<file path="src/rtl/pid_cntrl.sv">
`default_nettype none
// +--------------------------------------------------------------------------+
// | Module   : pid_cntrl                                                     |
// | Purpose  : Two-stage PID balance controller, 10-bit error -> 16-bit word |
// | Revision : 1.0 - initial release                                         |
// +--------------------------------------------------------------------------+
module pid_cntrl #(
   parameter int P_COEFF = 14,
   parameter int D_COEFF = 6,
   parameter int Q_DEPTH = 2
) (
   input  logic               clk,
   input  logic               rst_n,
   input  logic               err_vld,
   input  logic signed [9:0]  err_sat,
   input  logic               moving,
   output logic signed [15:0] PID_cntrl,
   output logic               PID_vld
);

   localparam logic signed [5:0]  c_p_coeff = 6'(P_COEFF);
   localparam logic signed [6:0]  c_d_coeff = 7'(D_COEFF);
   localparam logic signed [15:0] c_p_ext   = 16'(c_p_coeff);
   localparam logic signed [15:0] c_d_ext   = 16'(c_d_coeff);
   localparam logic signed [6:0]  c_d_max   = 7'sd63;
   localparam logic signed [6:0]  c_d_min   = -7'sd64;

   logic signed [9:0]  r_queue [Q_DEPTH];
   logic signed [17:0] r_integ;
   logic signed [15:0] r_p_reg;
   logic signed [15:0] r_d_reg;
   logic               r_s1_vld;

   logic signed [15:0] w_err_ext16;
   logic signed [17:0] w_err_ext18;
   logic signed [17:0] w_sum;
   logic               w_ovf;
   logic signed [10:0] w_d_diff;
   logic signed [6:0]  w_d_sat;
   logic signed [15:0] w_d_sat_ext;
   logic signed [15:0] w_i_term;

   assign w_err_ext16 = {{6{err_sat[9]}}, err_sat};
   assign w_err_ext18 = {{8{err_sat[9]}}, err_sat};
   assign w_sum       = r_integ + w_err_ext18;
   // Signed overflow: both operands agree in sign but the sum does not.
   assign w_ovf       = (r_integ[17] == w_err_ext18[17]) && (w_sum[17] != r_integ[17]);
   assign w_d_diff    = {err_sat[9], err_sat} - {r_queue[Q_DEPTH-1][9], r_queue[Q_DEPTH-1]};
   assign w_d_sat_ext = 16'(w_d_sat);
   assign w_i_term    = {{4{r_integ[17]}}, r_integ[17:6]};

   always_comb begin
      w_d_sat = w_d_diff[6:0];
      if (!w_d_diff[10] && (w_d_diff[9:6] != 4'h0))
         w_d_sat = c_d_max;
      else if (w_d_diff[10] && (w_d_diff[9:6] != 4'hF))
         w_d_sat = c_d_min;
   end

   // Error history: index 0 is newest, Q_DEPTH-1 is the oldest sample.
   generate
      for (genvar gi = 0; gi < Q_DEPTH; gi++) begin : g_queue
         if (gi == 0) begin : g_head
            always_ff @(posedge clk or negedge rst_n) begin
               if (!rst_n)
                  r_queue[0] <= '0;
               else if (err_vld)
                  r_queue[0] <= err_sat;
            end
         end else begin : g_tail
            always_ff @(posedge clk or negedge rst_n) begin
               if (!rst_n)
                  r_queue[gi] <= '0;
               else if (err_vld)
                  r_queue[gi] <= r_queue[gi-1];
            end
         end
      end
   endgenerate

   always_ff @(posedge clk or negedge rst_n) begin
      if (!rst_n)
         r_integ <= '0;
      else if (!moving)
         r_integ <= '0;
      else if (err_vld && !w_ovf)
         r_integ <= w_sum;
   end

   always_ff @(posedge clk or negedge rst_n) begin
      if (!rst_n) begin
         r_p_reg  <= '0;
         r_d_reg  <= '0;
         r_s1_vld <= 1'b0;
      end else begin
         r_s1_vld <= err_vld;
         if (err_vld) begin
            r_p_reg <= w_err_ext16 * c_p_ext;
            r_d_reg <= w_d_sat_ext * c_d_ext;
         end
      end
   end

   // Sum range with legal coefficients fits in 16 bits, so no clamp here.
   always_ff @(posedge clk or negedge rst_n) begin
      if (!rst_n) begin
         PID_cntrl <= '0;
         PID_vld   <= 1'b0;
      end else begin
         PID_vld <= r_s1_vld;
         if (r_s1_vld)
            PID_cntrl <= r_p_reg + w_i_term + r_d_reg;
      end
   end

endmodule
`default_nettype wire
</file>
<file path="config.mk">
export PLATFORM = sky130hd
export DESIGN_NAME = pid_cntrl
export DESIGN_NICKNAME = d
export VERILOG_FILES = /design/src/rtl/pid_cntrl.sv
export SDC_FILE = /design/constraint.sdc
export NUM_CORES = 1
export LEC_CHECK = 0
export ABC_AREA = 1
export ABC_CLOCK_PERIOD_IN_PS = 6400
export BUFFER_PORTS_ARGS = -buffer_cell sky130_fd_sc_hd__buf_2
export CAP_MARGIN = 20
export CORE_MARGIN = 2
export CORE_UTILIZATION = 40
export DETAILED_ROUTE_END_ITERATION = 10
export PLACE_DENSITY = 0.62
export REMOVE_ABC_BUFFERS = 1
export SLEW_MARGIN = 20
export SYNTH_ARGS = -nofsm -noshare
export SYNTH_HDL_FRONTEND = slang
export SYNTH_SLANG_ARGS = --single-unit
</file>
<file path="constraint.sdc">
create_clock -name clk -period 6.4 [get_ports clk]
set_clock_uncertainty 0.15 [all_clocks]
set_input_delay 1.28 -clock clk [delete_from_list [all_inputs] [get_ports clk]]
set_output_delay 1.28 -clock clk [all_outputs]
set_load 0.03 [all_outputs]
</file>
* After elaboration in Yosys (flattened, before gate mapping)
Index checks and enable logic that the tools add are counted.
** Word-level totals
- Bits of input ports :: 14
- Word-level logic and storage cells :: 29
- Register bits after elaboration :: 86
** Operators by class
- Equality and inequality tests :: 4
- Multipliers :: 2
- Reduce and logical (&&, ||, !) cells :: 7
- Mux-type cells :: 4
- Add/sub/neg operators :: 4
** Operator list (number)
- $mux W18 :: 2
- $add A18 B10 Y18 :: 1
- $add A16 B12 Y16 :: 1
- $add A16 B16 Y16 :: 1
- $mul A10 B4 Y14 const B :: 1
- $mux W7 :: 2
- $sub A10 B10 Y11 :: 1
- $mul A7 B3 Y10 const B :: 1
- $logic_and A1 B1 Y1 :: 4
- $ne A4 B4 Y1 const B :: 1
- $reduce_bool A4 Y1 :: 1
- $logic_not A1 Y1 :: 2
- $ne A2 B1 Y1 const B :: 1
- $eq A1 B1 Y1 :: 1
- $ne A1 B1 Y1 :: 1

* Logic depth before layout (Yosys ltp)
Gate-level depths: netlist of the first run.
- Word-level depth :: 7
- Mapped depth :: 27

* Worst setup path after synthesis of the first run
OpenSTA, ideal clock, no wires.
- Kind :: input -> register
- Start point :: in err_sat[0]
- End point :: reg r_d_reg[9]
- Stages on the path :: 24
- Library setup time :: 0.135 ns
- Setup slack :: 1.935 ns
- Data arrival time :: 4.181 ns
- Path buffers :: 0
- Cell sequence :: inv_1 ha_1 fa_1 inv_1 nand3_1 nand2_1 nand2_1 nand3_1 nand2_1 nor2_1 nand3_1 nand2_1 o21ai_1 ha_1 ha_1 inv_1 fa_1 inv_1 a31oi_1 or2_2 nand2_1 nand2_1 nand2_1 a31oi_1
** Between the ends
- Cells in the longest elaborated chain, start to end :: 6
- Elaborated cells on any way between the ends :: 9
- Classes of those cells :: 1 x add/sub; 1 x mul; 1 x eq/ne; 2 x mux; 4 x reduce/logical
** RTL lines
- start: declaration :: line 15 : input logic signed [9:0] err_sat,
- $sub A10 B10 Y11 * :: line 48 : assign w_d_diff = {err_sat[9], err_sat} - {r_queue[Q_DEPTH-1][9], r_queue[Q_DEPTH-1]};
- $ne A4 B4 Y1 :: line 56 : else if (w_d_diff[10] && (w_d_diff[9:6] != 4'hF))
- $logic_and A1 B1 Y1 :: line 56
- $mux W7 :: line 56
- $mux W7 * :: line 54 : if (!w_d_diff[10] && (w_d_diff[9:6] != 4'h0))
- $mul A7 B3 Y10 * :: line 99 : r_d_reg <= w_d_sat_ext * c_d_ext;
- end signal: assignment :: line 99
- end: declaration :: line 31 : logic signed [15:0] r_d_reg;
Every way passes the cells marked *; elsewhere a longest branch is shown, timed or not.
A chain may end at the register's enable or synchronous reset.

* Worst setup path in the final report of the first run
Ends and elaborated chain as after synthesis.

==> metrics.csv, run 1 <==
stage,metric,value,unit
status,result of the run,completed,
placed_design,cell area after placement,0.007092,mm²
power_and_ir_drop,Leakage Power,3.951,nW
cts,post-cts hold buffer count,0,
sta,number of max-slew violations in the final report,0,
floorplan,Die Area,0.01798,mm²
logic_synthesis,Seq cells post-synth,79,
cts,clk_lat worst skew,0.35,ns
power_and_ir_drop,power density cells,476.9,mW/mm²
cts,TritonCTS clock tree,done,
sta,min Tclk post-route,4.570,ns
setup_path,Worst Setup End Kind,register,
setup_path,startpoint type of the worst setup path,primary input,
sta,post-route clock period utilization,0.7140,
sta,Tightest Pin Transition,0.7123,ns
layout,Post-Layout Inst Area,0.007411,mm²
floorplan,IO Pins,31,
placed_design,total of buffers placed on input and output ports,30,
global_routing,number of antenna violations at the first check in global routing,0,
layout,area added between synthesis and finish,9.482,%
sta,setup TNS after final layout,0,ns
layout,total of fill cells in the finished design,1671,
sta,final setup fails,0,
setup_path,data arrival time of the worst path,4.63,ns
cts,cts bufs inserted,9,
layout,"Most flops, register",r_queue,
layout,number of diodes,0,
layout,largest registers,"r_queue: 20 flops, r_integ: 18 flops, PID_cntrl: 16 flops",
placed_design,Final HPWL DP,11.80,mm
route,post-detailed-route wirelength per cell,13.24,µm
global_routing,first-pass GRT wire length,25.45,mm
logic_synthesis,number of library cell types mapped by synthesis,43,
route,number of routed nets with antenna violations,0,
layout,fraction of final layout cells with drive strength greater than 1,0.1035,
cts,Num Clock Sinks,79,
layout,share of the core filled with cells in the final layout,0.4469,
job,number of max-cap violations,0,
floorplan,Initial Utilization,0.4082,
sta,max frequency,0.2188,GHz
setup_path,"Max stage delay cell, worst path",sky130_fd_sc_hd__fa_1,
setup_path,category of the critical setup timing path,primary input to register,
sta,count of final hold-check violations,0,
cts,H-tree depth,3,
logic_synthesis,Post-Synthesis Cell Area,0.006769,mm²
route,number of violations reported at the end of detailed-routing iteration 0,275,
setup_path,worst path buffer plus inverter count,5,
logic_synthesis,proportion of synthesized flip-flops having asynchronous set or reset,1.000,
logic_synthesis,number of flops mapped to enable cells by yosys,0,
route,ratio of routed vias to standard cells,4.822,
sta,worst-case headroom to the max-slew limit,0.5252,
global_routing,met2 track utilization from global routing,0.2789,
setup_path,highest cell delay on the worst timing path,0.36,ns
global_routing,All-Layer GR Usage,0.1794,
global_routing,overflow left after global routing,0,
floorplan,Core Rows,47,
logic_synthesis,Avg Synthesized Cell Area,7.718,µm²
floorplan,Floorplan Core Area,0.01658,mm²
power_and_ir_drop,total chip power,3.534,mW
logic_synthesis,sequential cell area fraction in the yosys report,0.2921,
placed_design,GP Congestion,0.8382,
setup_path,CP most frequent cell,sky130_fd_sc_hd__nand2_1,
route,DRC Markers,0,
cts,Post-CTS Repair Setup Buffers,0,
route,First-pass DRT Iterations,4,
sta,setup repair after global routing missed its margin,no,
logic_synthesis,gate count after technology mapping,877,
global_routing,met1 Usage GRT,0.2556,
setup_path,length in cells of the worst reg-to-reg path,23,
cts,clk buf depth,2,
worst_hold_path,class of the tightest hold or removal check,register to register,
cts,Clock Root Buffer,sky130_fd_sc_hd__clkbuf_16,
cts,clock transition at the register clock pins on the worst setup and hold paths after CTS,0.06,ns
setup_path,Crit path max-delay family,adder cells,
worst_hold_path,number of cells on the worst hold path,2,
setup_path,required time reported for the critical path endpoint,6.46,ns
setup_path,CP max FO,7,
setup_path,WP depth,25,
global_routing,via count of the first global-routing pass,5122,
cts,CTS resizes,0,
global_routing,largest net degree at the start of global routing,80,
global_routing,layer carrying the most global-route usage,met2,
route,total number of vias,5439,
layout,flip-flop count of the largest register after layout,20,
floorplan,Chip Height,134.1,µm
layout,count of nets after finishing,1015,
route,Routed Wire Length,14.94,mm
logic_synthesis,Yosys warnings,0,
power_and_ir_drop,Peak VDD IR,0.2326,mV
logic_synthesis,Synth Flop Type,sky130_fd_sc_hd__dfrtp_1,
floorplan,Die X-Extent,134.1,µm
global_routing,met3 Resource Use GR,0.03477,
[per-layer routing]
layer / vias up / share of wire
met5: - / 0
met4: 0 / 0.012
met3: 12 / 0.038
met2: 76 / 0.45
met1: 2463 / 0.50
li1: 2888 / -
[cell usage after synthesis (all sizes together), types with 8 or more instances]
cell type / number / area (µm²)
xor2: 12 / 105.1
xnor2: 12 / 105.1
nor2: 62 / 275.3
clkbuf: 13 / 72.58
ha: 72 / 900.9
nand3b: 8 / 60.06
nand3: 69 / 397.9
o21ai: 57 / 289.0
a21oi: 44 / 231.5
inv: 120 / 450.4
a31oi: 10 / 62.56
fa: 26 / 520.5
dfrtp: 79 / 1977
nand2: 254 / 1046
[final cells by class]
class / instances / area, µm² / area share
Sequential cell: 79 / 1977 / 0.2668
Timing Repair Buffer: 32 / 171.4 / 0.02313
Multi-Input combinational cell: 657 / 4205 / 0.5674
Clock buffer: 11 / 232.7 / 0.03140
Clock inverter: 5 / 82.58 / 0.01114
Tap cell: 220 / 275.3 / 0.03714
Inverter: 124 / 466.7 / 0.06297
[logic make-up (layout without fill, tap and decap cells)]
kind of cell / Yosys count / count (layout) / synth area share
and+or+nand+nor: 408 / 408 / 0.2758
buffers and inverters: 141 / 172 / 0.08669
AOI/OAI and AO/OA: 127 / 127 / 0.1044
adders and majority gates: 98 / 98 / 0.2100
DFF: 79 / 79 / 0.2921
xor gates and xnor gates: 24 / 24 / 0.03105
[stage by stage]
step	instances	hold WS [ns]	worst slack, ns
final	1128	0.3244	1.830
after global routing	1128	0.3495	1.432
after CTS	1128	0.3252	1.835
after detailed placement	1112	0.3093	1.489
after global placement	1112	0.3096	1.571
after floorplan	860	0.2922	1.943
[report_power, final]
part           switching [mW]  internal (mW)
combinational            1.35          0.831
sequential              0.133          0.665
clock                   0.212          0.343
total                    1.70           1.84
[worst paths after layout]
| path | end | start | slack [ns] |
|---|---|---|---|
| hold / removal | PID_cntrl[0] | PID_cntrl[0] | 0.32 |
| setup reg to reg | r_d_reg[9] | r_queue[0] | 2.56 |
| setup / recovery | r_d_reg[9] | err_sat[0] | 1.83 |
| hold reg to reg | PID_cntrl[0] | PID_cntrl[0] | 0.32 |
| max in group asynchronous | r_queue[6] | rst_n | 4.81 |
| min in group asynchronous | PID_cntrl[3] | rst_n | 0.82 |
[worst min-delay path: stages, from the launching register on]
cell and delay, ns:
sky130_fd_sc_hd__dfrtp_1 0.34, sky130_fd_sc_hd__nand2_1 0.06, sky130_fd_sc_hd__nand2_1 0.05
[layout by cell type (no fill, tap or decap), drive strengths merged, types with 5 or more instances in the layout]
cell	synthesis	layout
dfrtp	79	79
inv	120	120
o21ai	57	57
nor3	5	5
clkbuf	13	11
a31oi	10	10
nor2	62	62
nand3	69	69
nand2	254	254
xnor2	12	12
a21oi	44	44
ha	72	72
buf	3	32
fa	26	26
nand3b	8	8
a21o	5	5
xor2	12	12
nand4	5	5
clkinv	4	7
No activity file was read; power rests on OpenSTA's default activity.
==> run 2, diff against run 1 <==
--- a/config.mk
+++ b/config.mk
@@ -6,7 +6,7 @@
 export NUM_CORES = 1
 export LEC_CHECK = 0
 export ABC_AREA = 1
-export ABC_CLOCK_PERIOD_IN_PS = 6400
+export ABC_CLOCK_PERIOD_IN_PS = 4400
 export BUFFER_PORTS_ARGS = -buffer_cell sky130_fd_sc_hd__buf_2
 export CAP_MARGIN = 20
 export CORE_MARGIN = 2
==> constraint.sdc (replaced) <==
create_clock -name clk -period 4.4 [get_ports clk]
set_clock_uncertainty 0.15 [all_clocks]
set_input_delay 0.88 -clock clk [delete_from_list [all_inputs] [get_ports clk]]
set_output_delay 0.88 -clock clk [all_outputs]
set_load 0.03 [all_outputs]
==> metrics.csv, run 2 (same netlist as run 1, synthesis figures left out) <==
stage,metric,value,unit
status,result of the run,completed,
cts,clk_lat worst skew,0.35,ns
route,Routed Wire Length,15.31,mm
setup_path,capture point of the worst reg-to-reg path,r_d_reg[9],
floorplan,IO Pins,31,
cts,Clock Root Buffer,sky130_fd_sc_hd__clkbuf_16,
floorplan,Chip Height,134.1,µm
power_and_ir_drop,Leakage Power,3.969,nW
route,post-detailed-route wirelength per cell,13.47,µm
layout,number of diodes,0,
worst_hold_path,endpoint of the worst hold path,PID_cntrl[2],
placed_design,GP Congestion,0.9031,
layout,fraction of final layout cells with drive strength greater than 1,0.1146,
power_and_ir_drop,Clock power frac,0.140,
setup_path,startpoint type of the worst setup path,primary input,
route,First-pass DRT Iterations,6,
route,ratio of routed vias to standard cells,4.845,
power_and_ir_drop,Power Internal,2.601,mW
sta,min Tclk post-route,4.026,ns
sta,worst-case headroom to the max-slew limit,0.4707,
sta,count of final hold-check violations,0,
sta,final setup fails,0,
global_routing,met3 Resource Use GR,0.04271,
power_and_ir_drop,Peak VDD IR,0.3701,mV
layout,area of combinational cells with multiple inputs,0.004214,mm²
global_routing,first-pass GRT wire length,25.90,mm
power_and_ir_drop,switching share of power,0.4891,
cts,clk buf depth,2,
sta,final worst slack,0.3737,ns
worst_hold_path,hold path start,PID_cntrl[2],
cts,clock transition at the register clock pins on the worst setup and hold paths after CTS,0.06,ns
layout,sequential cell area,0.001977,mm²
power_and_ir_drop,combinational group share of total power,0.631,
layout,"commonest cells after routing, fill and taps aside","231 x sky130_fd_sc_hd__nand2_1, 115 x sky130_fd_sc_hd__inv_1, 79 x sky130_fd_sc_hd__dfrtp_1",
layout,count of nets after finishing,1023,
power_and_ir_drop,power density cells,684.5,mW/mm²
cts,H-tree depth,3,
floorplan,Initial Utilization,0.4082,
power_and_ir_drop,part of the power in registers,0.230,
layout,area added between synthesis and finish,9.871,%
global_routing,layer carrying the most global-route usage,met2,
cts,Num Clock Sinks,79,
layout,"Most flops, register",r_queue,
global_routing,All-Layer GR Usage,0.1819,
route,total number of vias,5504,
setup_path,category of the critical setup timing path,primary input to register,
sta,Min Hold Slack,0.3290,ns
floorplan,Die Area,0.01798,mm²
sta,number of max-slew violations in the final report,0,
power_and_ir_drop,switching power,2.490,mW
setup_path,length in cells of the worst reg-to-reg path,26,
cts,cts bufs inserted,9,
power_and_ir_drop,total chip power,5.090,mW
placed_design,worst slack at placement,-0.04220,ns
layout,largest registers,"r_queue: 20 flops, r_integ: 18 flops, PID_cntrl: 16 flops",
global_routing,largest net degree at the start of global routing,56,
layout,"most common cell after layout, fill and taps aside",sky130_fd_sc_hd__nand2_1,
setup_path,Worst R2R Setup Slack,0.66,ns
global_routing,via count of the first global-routing pass,5292,
route,DRC Markers,0,
floorplan,Die X-Extent,134.1,µm
job,number of max-cap violations,0,
floorplan,Core Rows,47,
global_routing,number of antenna violations at the first check in global routing,0,
cts,Post-CTS Repair Setup Buffers,0,
setup_path,origin of the critical flop-to-flop path,r_queue[0],
sta,Tightest Pin Transition,0.7890,ns
setup_path,Worst Setup End Kind,register,
setup_path,required time reported for the critical path endpoint,4.47,ns
worst_hold_path,class of the tightest hold or removal check,register to register,
floorplan,Floorplan Core Area,0.01658,mm²
worst_hold_path,number of cells on the worst hold path,2,
route,number of routed nets with antenna violations,0,
setup_path,CP max FO,5,
placed_design,total of buffers placed on input and output ports,30,
placed_design,Final HPWL DP,12.11,mm
setup_path,data arrival time of the worst path,4.09,ns
route,number of violations reported at the end of detailed-routing iteration 0,212,
sta,post-route clock period utilization,0.9151,
sta,max frequency,0.2484,GHz
global_routing,met1 Usage GRT,0.2474,
layout,flip-flop count of the largest register after layout,20,
cts,TritonCTS clock tree,done,
layout,total of fill cells in the finished design,1724,
global_routing,overflow left after global routing,0,
sta,setup repair after global routing missed its margin,no,
global_routing,met2 track utilization from global routing,0.2877,
-- run 2: changes by cell type in the layout (fill, tap and decap cells not counted), moves of 2 or more --
| cell | change |
|---|---|
| sky130_fd_sc_hd__nand2_2 | +2 |
| sky130_fd_sc_hd__buf_4 | +9 |
| sky130_fd_sc_hd__nand2_1 | -2 |
| sky130_fd_sc_hd__bufinv_16 | -2 |
-- run 2: final cells by class --
cell class / count / area share
sequential: 79 / 0.2658
tap: 220 / 0.03701
inverter: 124 / 0.06275
clock buffer: 12 / 0.03314
timing repair buffer: 40 / 0.03062
clock inverter: 4 / 0.004038
multi-input combinational: 657 / 0.5666
-- run 2: power groups by stage --
stage	Combinational [mW]	Clock [mW]	Sequential (mW)
finish	3.21	0.711	1.17
floorplan	2.34	0	1.27
detailed placement	3.21	0	1.19
CTS	3.23	0.733	1.18
global placement	3.18	0	1.18
global route	3.69	0.762	1.20
-- run 2: worst max-delay path by stage --
stage | from | endpoint | slack [ns] | depth (start not counted)
after global placement | err_sat[0] | r_d_reg[9] | 0.03 | 25
after floorplan | err_sat[0] | r_d_reg[9] | 0.34 | 24
final | err_sat[0] | r_d_reg[9] | 0.37 | 28
after detailed placement | err_sat[0] | r_d_reg[9] | -0.04 | 28
after CTS | err_sat[0] | r_d_reg[9] | 0.32 | 28
after global routing | err_sat[0] | r_d_reg[9] | 0.009 | 28
-- run 2: layer usage --
layer,routed length (µm),part of all wire
met1,7517,0.49
met2,6794,0.44
met3,661,0.043
met4,334,0.022
met5,0,0
-- run 2: what timing repair did --
item | in CTS | in global routing
setup endpoints to repair | 0 | 3
gates resized for setup | 0 | 4
hold buffers | 0 | 0
-- run 2: worst max-delay path, stage by stage --
cell and delay [ns]:
sky130_fd_sc_hd__buf_2 0.09, sky130_fd_sc_hd__inv_1 0.04, sky130_fd_sc_hd__ha_1 0.24, sky130_fd_sc_hd__fa_1 0.37
sky130_fd_sc_hd__inv_1 0.08, sky130_fd_sc_hd__nand3_1 0.08, sky130_fd_sc_hd__nand2_2 0.11, sky130_fd_sc_hd__nand2_1 0.07
sky130_fd_sc_hd__nand2_1 0.06, sky130_fd_sc_hd__nand2_1 0.04, sky130_fd_sc_hd__nand2_1 0.07, sky130_fd_sc_hd__inv_1 0.04
sky130_fd_sc_hd__nor2_1 0.09, sky130_fd_sc_hd__nand2_1 0.06, sky130_fd_sc_hd__nand2_1 0.11, sky130_fd_sc_hd__inv_2 0.07
sky130_fd_sc_hd__o21ai_2 0.14, sky130_fd_sc_hd__ha_1 0.18, sky130_fd_sc_hd__ha_1 0.16, sky130_fd_sc_hd__inv_1 0.05
sky130_fd_sc_hd__fa_1 0.36, sky130_fd_sc_hd__inv_1 0.08, sky130_fd_sc_hd__a31oi_1 0.09, sky130_fd_sc_hd__or2_2 0.29
sky130_fd_sc_hd__nand2_1 0.08, sky130_fd_sc_hd__nand2_1 0.05, sky130_fd_sc_hd__nand2_1 0.05, sky130_fd_sc_hd__a31oi_1 0.07
-- run 2: stage by stage --
step,utilization,instances,area (µm²),setup TNS (ns)
3_3_place_gp,0.4313,1120,7152,0
6_report,0.4485,1136,7437,0
5_1_grt,0.4485,1136,7437,0
2_1_floorplan,-,860,6649,0
3_5_place_dp,0.4313,1120,7152,-0.04677
4_1_cts,0.4479,1136,7428,0
==> run 3, diff against run 2 <==
--- a/config.mk
+++ b/config.mk
@@ -9,10 +9,10 @@
 export ABC_CLOCK_PERIOD_IN_PS = 4400
 export BUFFER_PORTS_ARGS = -buffer_cell sky130_fd_sc_hd__buf_2
 export CAP_MARGIN = 20
-export CORE_MARGIN = 2
+export CORE_MARGIN = 3
 export CORE_UTILIZATION = 40
 export DETAILED_ROUTE_END_ITERATION = 10
-export PLACE_DENSITY = 0.62
+export PLACE_DENSITY_LB_ADDON = 0.08
 export REMOVE_ABC_BUFFERS = 1
 export SLEW_MARGIN = 20
 export SYNTH_ARGS = -nofsm -noshare
==> metrics.csv, run 3 (same netlist as run 1, synthesis figures left out) <==
stage,metric,value,unit
floorplan,Die Area,0.01852,mm²
layout,count of nets after finishing,1023,
placed_design,Final HPWL DP,13.02,mm
layout,"commonest cells after routing, fill and taps aside","232 x sky130_fd_sc_hd__nand2_1, 115 x sky130_fd_sc_hd__inv_1, 79 x sky130_fd_sc_hd__dfrtp_1",
route,Routed Wire Length,16.29,mm
power_and_ir_drop,part of the power in registers,0.227,
route,ratio of routed vias to standard cells,4.929,
power_and_ir_drop,power density cells,693.6,mW/mm²
setup_path,required time reported for the critical path endpoint,4.47,ns
floorplan,Die X-Extent,136.1,µm
cts,H-tree depth,3,
route,DRC Markers,0,
route,post-detailed-route wirelength per cell,14.40,µm
cts,CTS resizes,0,
global_routing,largest net degree at the start of global routing,80,
global_routing,overflow left after global routing,0,
global_routing,first-pass GRT wire length,27.98,mm
cts,Post-CTS Repair Setup Buffers,0,
sta,count of final hold-check violations,0,
sta,setup TNS after final layout,0,ns
setup_path,WP depth,28,
global_routing,number of antenna violations at the first check in global routing,0,
floorplan,Core Rows,46,
cts,cts bufs inserted,9,
setup_path,CP most frequent cell,sky130_fd_sc_hd__nand2_1,
layout,largest registers,"r_queue: 20 flops, r_integ: 18 flops, PID_cntrl: 16 flops",
route,number of violations reported at the end of detailed-routing iteration 0,240,
floorplan,Chip Height,136.1,µm
layout,"most common cell after layout, fill and taps aside",sky130_fd_sc_hd__nand2_1,
setup_path,worst path buffer plus inverter count,7,
floorplan,Floorplan Core Area,0.01623,mm²
placed_design,total of buffers placed on input and output ports,30,
route,number of routed nets with antenna violations,0,
layout,flip-flop count of the largest register after layout,20,
setup_path,"Max stage delay cell, worst path",sky130_fd_sc_hd__fa_1,
setup_path,data arrival time of the worst path,4.14,ns
sta,final worst slack,0.3278,ns
global_routing,All-Layer GR Usage,0.1911,
job,number of max-cap violations,0,
cts,clock transition at the register clock pins on the worst setup and hold paths after CTS,0.06,ns
setup_path,category of the critical setup timing path,primary input to register,
floorplan,IO Pins,31,
layout,number of diodes,0,
setup_path,capture point of the worst reg-to-reg path,r_d_reg[9],
setup_path,CP max FO,5,
layout,"Most flops, register",r_queue,
power_and_ir_drop,Clock power frac,0.148,
cts,Num Clock Sinks,79,
cts,post-cts hold buffer count,0,
setup_path,startpoint type of the worst setup path,primary input,
floorplan,Initial Utilization,0.4171,
power_and_ir_drop,switching share of power,0.4923,
global_routing,via count of the first global-routing pass,5653,
power_and_ir_drop,Power Internal,2.623,mW
sta,Min Hold Slack,0.3173,ns
setup_path,origin of the critical flop-to-flop path,r_queue[0],
setup_path,Worst R2R Setup Slack,0.60,ns
cts,clk_lat worst skew,0.35,ns
sta,min Tclk post-route,4.072,ns
sta,number of max-slew violations in the final report,0,
route,total number of vias,5575,
sta,post-route clock period utilization,0.9255,
sta,Tightest Pin Transition,0.7518,ns
layout,area added between synthesis and finish,10.02,%
cts,clk buf depth,2,
setup_path,Worst setup startpoint,err_sat[0],
setup_path,Worst Setup End Kind,register,
sta,final setup fails,0,
cts,TritonCTS clock tree,done,
setup_path,highest cell delay on the worst timing path,0.36,ns
status,result of the run,completed,
power_and_ir_drop,Leakage Power,3.978,nW
power_and_ir_drop,combinational group share of total power,0.625,
cts,Clock Root Buffer,sky130_fd_sc_hd__clkbuf_16,
placed_design,GP Congestion,0.9137,
sta,max frequency,0.2456,GHz
setup_path,length in cells of the worst reg-to-reg path,26,
worst_hold_path,class of the tightest hold or removal check,register to register,
power_and_ir_drop,total chip power,5.166,mW
layout,total of fill cells in the finished design,1676,
sta,setup repair after global routing missed its margin,no,
route,First-pass DRT Iterations,6,
power_and_ir_drop,switching power,2.543,mW
layout,share of the core filled with cells in the final layout,0.4588,
setup_path,Crit path max-delay family,adder cells,
setup_path,Critical Path End,r_d_reg[9],
sta,worst-case headroom to the max-slew limit,0.4988,
layout,fraction of final layout cells with drive strength greater than 1,0.1137,
placed_design,worst slack at placement,-0.009256,ns
power_and_ir_drop,Peak VDD IR,0.3607,mV
==> run 3: cell count changes in the layout (fill, tap and decap cells not counted), sizes merged <==
cell | before | now
clkbuf | 12 | 9
bufinv | 0 | 1
inv | 121 | 122
==> run 3: layer usage <==
layer | share of wire | vias up | global-route usage
met5 | 0 | - | 0
met4 | 0.018 | 0 | 0.05879
met3 | 0.033 | 19 | 0.04367
met2 | 0.46 | 82 | 0.3027
met1 | 0.49 | 2577 | 0.2606
li1 | - | 2897 | -
==> run 3: power groups by stage <==
stage,clock network (mW),registers [mW],logic [mW]
2_1_floorplan,0,1.27,2.34
3_3_place_gp,0,1.19,3.19
3_5_place_dp,0,1.19,3.21
4_1_cts,0.790,1.18,3.23
5_1_grt,0.818,1.21,3.69
6_report,0.763,1.18,3.23
==> run 3: final cells by class <==
class / count / area [µm²] / area share
multi-input cells: 657 / 4208 / 0.5650
flip-flops and latches: 79 / 1977 / 0.2655
inverters: 124 / 466.7 / 0.06267
well taps: 216 / 270.3 / 0.03629
repair buffers: 40 / 231.5 / 0.03108
clock buffers: 9 / 225.2 / 0.03024
clock inverters: 6 / 68.82 / 0.009241
==> run 3: worst min path at each step <==
stage,from,endpoint,slack (ns),cells past startpoint
floorplan,r_queue[12],r_queue[12],0.29,2
global placement,PID_cntrl[2],PID_cntrl[2],0.30,2
detailed placement,PID_cntrl[2],PID_cntrl[2],0.30,2
CTS,PID_cntrl[2],PID_cntrl[2],0.32,2
global route,PID_cntrl[15],PID_cntrl[15],0.33,2
finish,PID_cntrl[0],PID_cntrl[0],0.32,2
==> run 3: tightest hold or removal path: stages (launching register included) <==
cell and delay (ns):
sky130_fd_sc_hd__dfrtp_1 0.33, sky130_fd_sc_hd__nand2_1 0.06, sky130_fd_sc_hd__nand2_1 0.05
==> run 3: stage by stage <==
stage          cells  instance area [µm²]
3_5_place_dp    1116                 7147
2_1_floorplan    860                 6649
6_report        1131                 7447
5_1_grt         1131                 7447
3_3_place_gp    1116                 7147
4_1_cts         1131                 7441
